[src/rtl/fifo_tx_pkg.sv]
// Shared types and constants for the FIFO-fed serial transmitter.
package fifo_tx_pkg;

    typedef enum logic [2:0] {IDLE, START, DATA, PARITY, STOP} tx_state_t;

    localparam logic TX_IDLE_LEVEL = 1'b1;

endpackage

[src/rtl/fifo_tx_baud.sv]
// Baud counter: counts 0..CLKS_PER_BIT-1, wraps on each bit boundary and is
// held at 0 while clear is high so every state starts on a fresh bit period.
module fifo_tx_baud #(
    parameter int CLKS_PER_BIT = 16
) (
    input  logic clk,
    input  logic reset_n,
    input  logic clear,
    output logic bit_tick,
    output logic pre_tick
);

    localparam int CW = (CLKS_PER_BIT > 2) ? $clog2(CLKS_PER_BIT) : 1;

    logic [CW-1:0] cnt_q, cnt_d;

    // pre_tick flags the clk before bit_tick so callers can register a pulse
    // that lands exactly on the last clk of a bit.
    assign bit_tick = (cnt_q == CW'(CLKS_PER_BIT - 1));
    assign pre_tick = (cnt_q == CW'(CLKS_PER_BIT - 2));

    always_comb begin
        cnt_d = cnt_q + 1'b1;
        if (clear || bit_tick) cnt_d = '0;
    end

    always_ff @(posedge clk) begin
        if (!reset_n) cnt_q <= '0;
        else          cnt_q <= cnt_d;
    end

endmodule

[src/rtl/fifo_serial_tx.sv]
// Pops bytes from a show-ahead FIFO and shifts each out as an async serial frame.
// Define FIFO_TX_PARITY_EN to insert an even-parity bit after the data bits.
module fifo_serial_tx #(
    parameter int CLKS_PER_BIT = 16,
    parameter int DATA_W       = 8,
    parameter int STOP_BITS    = 1
) (
    input  logic              clk,
    input  logic              reset_n,
    input  logic              enable,
    input  logic              empty,
    input  logic [DATA_W-1:0] data_in,
    output logic              rd,
    output logic              tx,
    output logic              busy,
    output logic              done
);
    import fifo_tx_pkg::*;

    localparam int BCW = $clog2(DATA_W + 1);

    tx_state_t         state_q, state_d;
    logic [DATA_W-1:0] shreg_q, shreg_d;
    logic [BCW-1:0]    bit_cnt_q, bit_cnt_d;
    logic              tx_q, tx_d;
    logic              busy_q, busy_d;
    logic              done_q, done_d;
    logic              bit_tick, pre_tick, baud_clr;
`ifdef FIFO_TX_PARITY_EN
    logic              par_q, par_d;
`endif

    assign baud_clr = (state_q == IDLE);

    fifo_tx_baud #(.CLKS_PER_BIT(CLKS_PER_BIT)) u_baud (
        .clk      (clk),
        .reset_n  (reset_n),
        .clear    (baud_clr),
        .bit_tick (bit_tick),
        .pre_tick (pre_tick)
    );

    always_comb begin
        state_d   = state_q;
        shreg_d   = shreg_q;
        bit_cnt_d = bit_cnt_q;
        done_d    = 1'b0;
        rd        = 1'b0;
`ifdef FIFO_TX_PARITY_EN
        par_d     = par_q;
`endif
        case (state_q)
            IDLE: if (enable && !empty) begin
                rd        = 1'b1;
                shreg_d   = data_in;
                bit_cnt_d = '0;
`ifdef FIFO_TX_PARITY_EN
                par_d     = ^data_in;
`endif
                state_d   = START;
            end
            START: if (bit_tick) begin
                bit_cnt_d = '0;
                state_d   = DATA;
            end
            DATA: if (bit_tick) begin
                if (bit_cnt_q == BCW'(DATA_W - 1)) begin
                    bit_cnt_d = '0;
`ifdef FIFO_TX_PARITY_EN
                    state_d   = PARITY;
`else
                    state_d   = STOP;
`endif
                end else begin
                    bit_cnt_d = bit_cnt_q + 1'b1;
                    shreg_d   = shreg_q >> 1;
                end
            end
`ifdef FIFO_TX_PARITY_EN
            PARITY: if (bit_tick) state_d = STOP;
`endif
            STOP: begin
                // Registered done must rise one clk early to sit on the final clk.
                if (pre_tick && bit_cnt_q == BCW'(STOP_BITS - 1)) done_d = 1'b1;
                if (bit_tick) begin
                    if (bit_cnt_q == BCW'(STOP_BITS - 1)) begin
                        bit_cnt_d = '0;
                        state_d   = IDLE;
                    end else begin
                        bit_cnt_d = bit_cnt_q + 1'b1;
                    end
                end
            end
            default: state_d = IDLE;
        endcase

        // Line level follows the next state so tx falls the clk after the pop.
        case (state_d)
            START:   tx_d = 1'b0;
            DATA:    tx_d = shreg_d[0];
`ifdef FIFO_TX_PARITY_EN
            PARITY:  tx_d = par_d;
`endif
            STOP:    tx_d = 1'b1;
            default: tx_d = TX_IDLE_LEVEL;
        endcase
        busy_d = (state_d != IDLE);
    end

    always_ff @(posedge clk) begin
        if (!reset_n) begin
            state_q   <= IDLE;
            shreg_q   <= '0;
            bit_cnt_q <= '0;
            tx_q      <= TX_IDLE_LEVEL;
            busy_q    <= 1'b0;
            done_q    <= 1'b0;
`ifdef FIFO_TX_PARITY_EN
            par_q     <= 1'b0;
`endif
        end else begin
            state_q   <= state_d;
            shreg_q   <= shreg_d;
            bit_cnt_q <= bit_cnt_d;
            tx_q      <= tx_d;
            busy_q    <= busy_d;
            done_q    <= done_d;
`ifdef FIFO_TX_PARITY_EN
            par_q     <= par_d;
`endif
        end
    end

    assign tx   = tx_q;
    assign busy = busy_q;
    assign done = done_q;

endmodule
[config.mk]
export PLATFORM = sky130hd
export DESIGN_NAME = fifo_serial_tx
export DESIGN_NICKNAME = d
export VERILOG_FILES = /design/src/rtl/fifo_tx_pkg.sv /design/src/rtl/fifo_tx_baud.sv /design/src/rtl/fifo_serial_tx.sv
export SDC_FILE = /design/constraint.sdc
export NUM_CORES = 1
export LEC_CHECK = 0
export BUFFER_PORTS_ARGS = -buffer_cell sky130_fd_sc_hd__buf_2
export CAP_MARGIN = 5
export CORE_ASPECT_RATIO = 1.25
export CORE_MARGIN = 2
export CORE_UTILIZATION = 30
export DETAILED_ROUTE_END_ITERATION = 12
export HOLD_SLACK_MARGIN = 0.15
export PLACE_DENSITY = 0.59
export SKIP_LAST_GASP = 1
export SYNTH_ARGS = -nofsm -noshare
export SYNTH_HDL_FRONTEND = slang
export SYNTH_SLANG_ARGS = --single-unit
[constraint.sdc]
create_clock -name clk -period 4.5 [get_ports clk]
set_clock_uncertainty 0.2 [all_clocks]
set_input_delay 0.225 -clock clk [delete_from_list [all_inputs] [get_ports clk]]
set_output_delay 0.225 -clock clk [all_outputs]
set_load 0.005 [all_outputs]
==> reports/results.tsv, run 1 <==
metric	value	unit
endpoint_kind	flop	
synth_cell_types	43	
cap_viol_max_count	0	
grt_pass1_vias	984	
yosysMostFrequentCell	dfxtp_1	
insertion_delay	0.27	ns
ant_nets	0	
nFillCells	389	
cts_setup_buffers	0	
place_hpwl	1780	um
timing.setup.tns	0	ns
power	385.8	uW
htreeDepth	1	
numClockSinks	22	
cpPeakStageDelay	0.53	ns
io_buffers	15	
drc_errors	0	
clkTransAtPathRegs	0.08	ns
ys_warn_count	0	
fin_area	1386	um^2
hold_violations	0	
synth.net_count	137	
synth_flop_cell	dfxtp_1	
gp_congestion	0.7830	
die_x	59.04	um
start_kind	flop	
grt_max_degree	15	
grt_pass1_wl	4388	um
required	4.51	ns
ir_drop	0.1518	mV
dieArea	4298	um^2
yosysSeqAreaShare	38.77	%
crit_type	reg -> reg	
synth_top_area_share	38.77	%
cp_data_arrival_time	2.52	ns
crit_slowest_cell	dlygate4sd3_1	
synthToLayoutAreaGrowth	22.03	%
place_area	1221	um^2
synth_area_leaders	dfxtp_1, o2bb2ai_1, ha_1	
start_util	30.52	%
std_cell_rows	25	
drt_iter0_drc	36	
nNetsFinal	162	
dr_total_vias	1003	
relSlewSlack	57.68	%
overflow	0	
grt_antenna_before_repair	0	
slew_viol_final	0	
path_buf_inv	1	
synth-edff-count	0	
netlist_area	1136	um^2
crit_chain	ha_1 -> and3b_1 -> o31ai_1 -> a21oi_1 -> a32o_1 -> dlygate4sd3_1	
grt_usage	13.18	%
fin_crit	2.503	ns
maxClockFrequency	399.6	MHz
synth-seq-cells	22	
num_antenna_cells	0	
fp.dieH	72.80	um
path_max_fanout	7	
synth_area_leader_cell	dfxtp_1	
power.leakage	0.5324	nW
cts_tree	yes	
drive_gt1_share	18.62	%
cts.path.max_buffers	2	
core	3722	um^2
via_per_inst	5.422	
dr.pass1.iters	4	
hp-class	in -> reg	
fin_crit_sh	55.62	%
status	finished clean	
drt-total-wl	2455	um
post_drt_wl_per_cell	13.27	um
final-setup-viol-count	0	
synth_common_cells	dfxtp_1, nand3_1, a21oi_1, inv_1, nor2_1	
ioPinCount	16	
synthCells	121	
synthArstFlopShare	0	%
tightest_slew	0.6335	ns
root_buffer	clkbuf_8	
synth.avg_cell_area	9.389	um^2
final_cells	185	
rsz0062_at_grt	no	
powerDensity	278.3	nW/um^2
cts_hold_buf	11	
dp_cells	170	
numCtsBuffers	3	
post_cts_resized	0	
crit_family	compound AO/OA/AOI/OAI gates	
==> final cells by class <==
type | instances | area, um^2 | area share [%]
Clock buffer | 4 | 55.05 | 3.971
Tap cell | 40 | 50.05 | 3.610
Sequential cell | 22 | 440.4 | 31.77
Inverter | 8 | 30.03 | 2.166
Timing Repair Buffer | 26 | 185.2 | 13.36
Multi-Input combinational cell | 85 | 625.6 | 45.13
==> layout by cell type (no fill, tap or decap), drive strengths merged, types with 2 or more instances in the layout <==
master	synthesis	layout
or3b	2	2
nand2	3	3
xor2	2	2
inv	8	8
o211a	2	2
buf	5	15
dfxtp	22	22
o211ai	5	5
a21oi	8	8
dlygate4sd3	0	11
nand3	10	10
a2111oi	2	2
o21ai	3	3
ha	4	4
a22oi	6	6
nor2	7	7
nand2b	3	3
o2bb2ai	6	6
a211oi	3	3
nor4	2	2
clkbuf	1	4
==> registers in the layout, indices dropped and copies added (netlist names) <==
signal        count
shreg_q           8
bit_cnt_q         4
u_baud.cnt_q      4
state_q           3
busy              1
done              1
tx                1
==> worst reg2reg max path, stage by stage, from the launching register on <==
cell and delay (ns):
dfxtp_1 0.38, ha_1 0.21, and3b_1 0.34, o31ai_1 0.10
a21oi_1 0.49, a32o_1 0.19, dlygate4sd3_1 0.53
==> report_power, final <==
part | internal (mW) | total (mW) | switching, mW
registers | 0.200 | 0.205 | 0.00485
clock network | 0.0781 | 0.145 | 0.0666
logic | 0.0185 | 0.0358 | 0.0173
==> kinds of logic (layout without fill, tap and decap cells) <==
logic type	Yosys count	after routing	synth area share [%]
flops	22	22	38.77
fa+ha+maj	4	4	4.405
simple gates	34	34	17.29
buf+inv	14	38	6.167
xor+xnor	3	3	2.313
compound gates	44	44	31.06
==> final timing paths <==
path	start	to	slack, ns	cells past startpoint
setup / recovery	bit_cnt_q[1]	shreg_q[7]	2.00	6
hold reg to reg	u_baud.cnt_q[0]	u_baud.cnt_q[0]	0.27	1
hold / removal	enable	state_q[0]	0.22	4
setup reg to reg	bit_cnt_q[1]	shreg_q[7]	2.00	6
==> per-layer routing <==
metal | global-route usage (%) | routed length, um
met4 | 7.323 | 53
met2 | 22.47 | 1245
met5 | 0 | 0
met1 | 15.75 | 1105
met3 | 1.596 | 51
==> stage by stage <==
stage / util [%] / hold WS (ns) / setup slack, ns
2_1_floorplan: - / 0.1655 / 2.718
3_3_place_gp: 32.81 / 0.2407 / 2.533
3_5_place_dp: 32.81 / 0.2474 / 2.528
4_1_cts: 37.24 / 0.2198 / 1.973
5_1_grt: 37.24 / 0.2810 / 1.817
6_report: 37.24 / 0.2186 / 1.997
Power figures use the tool's default switching activity.
==> run 2: changes to the inputs <==
- PLACE_DENSITY: 0.59 -> 0.61
- clock period: 4.5 -> 2.2 ns (I/O delays scaled with it)
==> reports/results.tsv, run 2 (same netlist as run 1, synthesis figures left out) <==
metric	value	unit	change
rrSetupSlack	0.27	ns	was 2.00 ns
crit_slowest_cell	dlygate4sd3_1		unchanged
met2_usage	21.60	%	was 22.47%
clkTransAtPathRegs	0.07	ns	was 0.08 ns
ff2ff_path_depth	5		was 6
rsz0062_at_grt	no		unchanged
met3_usage	2.128	%	was 1.596%
fp.dieH	72.80	um	unchanged
hp-class	reg -> reg		was in -> reg
relSlewSlack	67.52	%	was 57.68%
place_area	1244	um^2	was 1221 um^2
worstHoldStart	u_baud.cnt_q[0]		was enable
post_cts_resized	0		unchanged
grt_pass1_vias	1018		was 984
powerDensity	535.0	nW/um^2	was 278.3 nW/um^2
place_ws	0.2860	ns	was 2.528 ns
postLayoutCoreUtil	37.48	%	was 37.24%
power	746.4	uW	was 385.8 uW
crit_family	buffers and inverters		was compound AO/OA/AOI/OAI gates
dr_total_vias	1004		was 1003
grt_pass1_wl	4229	um	was 4388 um
place_hpwl	1773	um	was 1780 um
fin_crit	1.935	ns	
grt_antenna_before_repair	0		unchanged
dr.pass1.iters	4		unchanged
crit_chain	dlygate4sd3_1 -> buf_2 -> nor2b_1 -> nand3_2 -> inv_2 -> buf_2		was ha_1 -> and3b_1 -> o31ai_1 -> a21oi_1 -> a32o_1 -> dlygate4sd3_1
gp_congestion	0.8567		was 0.7830
largest_reg_flops	8		unchanged
io_buffers	15		unchanged
cap_viol_max_count	0		unchanged
required	1.89	ns	was 4.51 ns
power.leakage	0.5367	nW	was 0.5324 nW
tightest_slew	0.4859	ns	was 0.6335 ns
ir_drop	0.3683	mV	was 0.1518 mV
root_buffer	clkbuf_8		unchanged
post_drt_wl_per_cell	13.17	um	was 13.27 um
die_x	59.04	um	unchanged
cpMostUsedCell	buf_2		
mostFrequentLayoutCells	dfxtp_1, buf_2, dlygate4sd3_1, nand3_1, a21oi_1		unchanged
busiest_layer	met2		unchanged
reg_top3	shreg_q: 8 flops, bit_cnt_q: 4 flops, u_baud.cnt_q: 4 flops		unchanged
status	finished clean		unchanged
std_cell_rows	25		unchanged
slew_viol_final	0		unchanged
num_antenna_cells	0		unchanged
cpPeakStageDelay	0.53	ns	about the same
worstReg2RegEnd	bit_cnt_q[2]		was shreg_q[7]
synthToLayoutAreaGrowth	22.80	%	was 22.03%
path_max_fanout	13		was 7
crit_type	in -> out		was reg -> reg
holdPathStages	1		was 4
hold_violations	0		unchanged
final-setup-viol-count	0		unchanged
grt_usage	12.67	%	was 13.18%
maxClockFrequency	516.7	MHz	
start_kind	input pin		was flop
numClockSinks	22		unchanged
via_per_inst	5.369		was 5.422
whs_endpoint	u_baud.cnt_q[0]		was state_q[0]
largest_register	shreg_q		unchanged
core	3722	um^2	unchanged
worst_slack	0.2646	ns	was 1.997 ns
ioPinCount	16		unchanged
fin_area	1395	um^2	was 1386 um^2
numCtsBuffers	3		unchanged
drt-total-wl	2463	um	was 2455 um
dieArea	4298	um^2	unchanged
path_buf_inv	4		was 1
drt_iter0_drc	31		was 36
nNetsFinal	165		was 162
grt_max_degree	15		unchanged
timing.setup.tns	0	ns	unchanged
gr-usage-met1	15.39	%	was 15.75%
final_common_cell	dfxtp_1		unchanged
drive_gt1_share	19.73	%	was 18.62%
rr_startpoint	u_baud.cnt_q[0]		was bit_cnt_q[1]
fin_crit_sh	87.97	%	
ant_nets	0		unchanged
cts.path.max_buffers	2		unchanged
insertion_delay	0.26	ns	was 0.27 ns
endpoint_kind	primary output		was flop
drc_errors	0		unchanged
cts_setup_buffers	0		unchanged
cts_tree	yes		unchanged
htreeDepth	1		unchanged
overflow	0		unchanged
cp_data_arrival_time	1.63	ns	was 2.52 ns
start_util	30.52	%	unchanged
run 2: layout make-up:
class / count / area (um^2)
Fill cell: 370 / 2327
Inverter: 8 / 30.03
Clock buffer: 3 / 41.29
Timing Repair Buffer: 29 / 207.7
Sequential cell: 22 / 440.4
Multi-Input combinational cell: 85 / 625.6
Tap cell: 40 / 50.05
run 2: timing repair:
| action | CTS | global route |
|---|---|---|
| endpoints found under the hold margin | 17 | 0 |
| hold buffers | 11 | 0 |
| endpoints found under the setup margin | 0 | 0 |
run 2: worst max-delay path by stage:
stage                                from      endpoint  slack (ns)  cells past startpoint
after floorplan              bit_cnt_q[0]  bit_cnt_q[2]        0.42                      6
after global placement       bit_cnt_q[0]  bit_cnt_q[3]        0.35                      7
after detailed placement  u_baud.cnt_q[0]  bit_cnt_q[2]        0.29                      5
after CTS                 u_baud.cnt_q[0]  bit_cnt_q[2]        0.27                      5
after global routing         bit_cnt_q[0]  bit_cnt_q[3]        0.15                      7
final                               empty            rd        0.26                      6
run 2: stage by stage:
stage	std cells	hold WS, ns
4_1_cts	187	0.2727
5_1_grt	187	0.3017
2_1_floorplan	121	0.05045
6_report	187	0.2687
3_3_place_gp	173	0.1488
3_5_place_dp	173	0.1579
run 2: where the power goes:
| part | switching, mW | internal (mW) |
|---|---|---|
| clock | 0.127 | 0.122 |
| combinational | 0.0362 | 0.0408 |
| sequential | 0.0104 | 0.410 |
run 2: per-layer routing:
layer	vias up	share of wire, %
met2	20	50
li1	507	-
met3	6	3.4
met1	471	45
met4	0	1.6
met5	-	0
==> run 3: changes to the inputs <==
- CORE_MARGIN: 2 -> unset
==> reports/results.tsv, run 3 (same netlist as run 1, synthesis figures left out) <==
metric	value	unit	change
status	finished clean		unchanged
num_antenna_cells	0		unchanged
place_ws	0.2762	ns	was 0.2860 ns
root_buffer	clkbuf_8		unchanged
hold_violations	0		unchanged
whs	0.2685	ns	was 0.2687 ns
ff2ff_path_depth	5		unchanged
drt-total-wl	2513	um	was 2463 um
gp_congestion	0.7782		was 0.8567
largest_reg_flops	8		unchanged
dp_cells	172		was 173
nNetsFinal	165		unchanged
mostFrequentLayoutCells	dfxtp_1, buf_2, dlygate4sd3_1, nand3_1, a21oi_1		unchanged
worstReg2RegEnd	bit_cnt_q[2]		unchanged
io_buffers	15		unchanged
cap_viol_max_count	0		unchanged
nFillCells	361		was 370
worst_slack	0.2642	ns	was 0.2646 ns
grt_max_degree	15		unchanged
place_hpwl	1770	um	was 1773 um
endpoint_kind	primary output		unchanged
slew_viol_final	0		unchanged
dr.pass1.iters	4		unchanged
power	747.9	uW	was 746.4 uW
crit_chain	nor2_1 -> nand3_2 -> inv_2 -> buf_2		was dlygate4sd3_1 -> buf_2 -> nor2b_1 -> nand3_2 -> inv_2 -> buf_2
overflow	0		unchanged
via_per_inst	5.478		was 5.369
drive_gt1_share	19.73	%	unchanged
post_drt_wl_per_cell	13.51	um	was 13.17 um
ir_drop	0.3826	mV	was 0.3683 mV
grt_pass1_wl	4588	um	was 4229 um
cts_tree	yes		unchanged
final-setup-viol-count	0		unchanged
whs_endpoint	shreg_q[2]		was u_baud.cnt_q[0]
path_max_fanout	14		was 13
synthToLayoutAreaGrowth	22.69	%	was 22.80%
grt_usage	14.20	%	was 12.67%
dr_total_vias	1019		was 1004
path_buf_inv	2		was 4
largest_register	shreg_q		unchanged
required	1.89	ns	about the same
numClockSinks	22		unchanged
drt_iter0_drc	31		unchanged
maxClockFrequency	516.6	MHz	was 516.7 MHz
insertion_delay	0.26	ns	about the same
cp_data_arrival_time	1.63	ns	about the same
cpPeakStageDelay	0.44	ns	was 0.53 ns
power.leakage	0.5367	nW	unchanged
postLayoutCoreUtil	39.34	%	was 37.48%
rrSetupSlack	0.27	ns	about the same
final_cells	186		was 187
place_area	1242	um^2	was 1244 um^2
fin_area	1394	um^2	was 1395 um^2
die_x	57.04	um	was 59.04 um
rr_startpoint	u_baud.cnt_q[0]		unchanged
rsz0062_at_grt	no		unchanged
dieArea	4038	um^2	was 4298 um^2
holdPathStages	1		unchanged
fin_crit_sh	87.99	%	was 87.97%
ant_nets	0		unchanged
post_cts_resized	0		unchanged
crit_family	simple AND/OR/NAND/NOR gates		was buffers and inverters
core	3543	um^2	was 3722 um^2
fin_crit	1.936	ns	was 1.935 ns
cts.path.max_buffers	2		unchanged
fp.dieH	70.80	um	was 72.80 um
start_util	32.06	%	was 30.52%
worstHoldStart	shreg_q[2]		was u_baud.cnt_q[0]
timing.setup.tns	0	ns	unchanged
ioPinCount	16		unchanged
crit_type	reg -> out		was in -> out
powerDensity	536.6	nW/um^2	was 535.0 nW/um^2
clkTransAtPathRegs	0.08	ns	was 0.07 ns
drc_errors	0		unchanged
crit_slowest_cell	dfxtp_1		was dlygate4sd3_1
start_kind	flop		was input pin
std_cell_rows	24		was 25
final_common_cell	dfxtp_1		unchanged
relSlewSlack	69.14	%	was 67.52%
tightest_slew	0.4617	ns	was 0.4859 ns
numCtsBuffers	3		unchanged
htreeDepth	1		unchanged
grt_pass1_vias	1045		was 1018
reg_top3	shreg_q: 8 flops, bit_cnt_q: 4 flops, u_baud.cnt_q: 4 flops		unchanged
grt_antenna_before_repair	0		unchanged
hp-class	reg -> reg		unchanged
run 3: timing repair:
| action | in CTS | in global routing |
|---|---|---|
| buffers inserted | 0 | 0 |
| hold buffers | 11 | 0 |
| setup endpoints to repair | 0 | 0 |
| hold endpoints to repair | 18 | 0 |
run 3: how the worst max path moves through the flow:
stage                     from            to  slack [ns]  depth (start not counted)
4_1_cts        u_baud.cnt_q[0]  bit_cnt_q[2]        0.25                          5
6_report            state_q[0]            rd        0.26                          4
5_1_grt        u_baud.cnt_q[0]  bit_cnt_q[2]         0.1                          5
2_1_floorplan     bit_cnt_q[0]  bit_cnt_q[2]        0.42                          6
3_3_place_gp   u_baud.cnt_q[0]  bit_cnt_q[2]        0.34                          5
3_5_place_dp   u_baud.cnt_q[0]  bit_cnt_q[2]        0.28                          5
run 3: routing by layer:
layer	vias to the layer above	share of wire, %	track usage [%]
met4	0	1.3	5.691
met1	482	45	16.89
met5	-	0	0
met3	4	2.7	2.377
met2	20	51	25.10
li1	513	-	-
run 3: worst register-to-register path, stage by stage (launching register included):
cell	delay (ns)
dfxtp_1	0.38
ha_1	0.22
and3_1	0.32
o211ai_1	0.25
a2111oi_4	0.39
a31o_1	0.13
run 3: final cells by class:
cell class / instances / area, um^2 / area share (%)
inverter: 8 / 30.03 / 2.154
multi-input combinational: 85 / 625.6 / 44.88
clock buffer: 3 / 41.29 / 2.962
sequential: 22 / 440.4 / 31.60
timing repair buffer: 29 / 207.7 / 14.90
tap: 39 / 48.80 / 3.501
run 3: where the power goes:
| part | switching (mW) | internal, mW |
|---|---|---|
| logic | 0.0370 | 0.0409 |
| registers | 0.00955 | 0.410 |
| clock network | 0.128 | 0.122 |
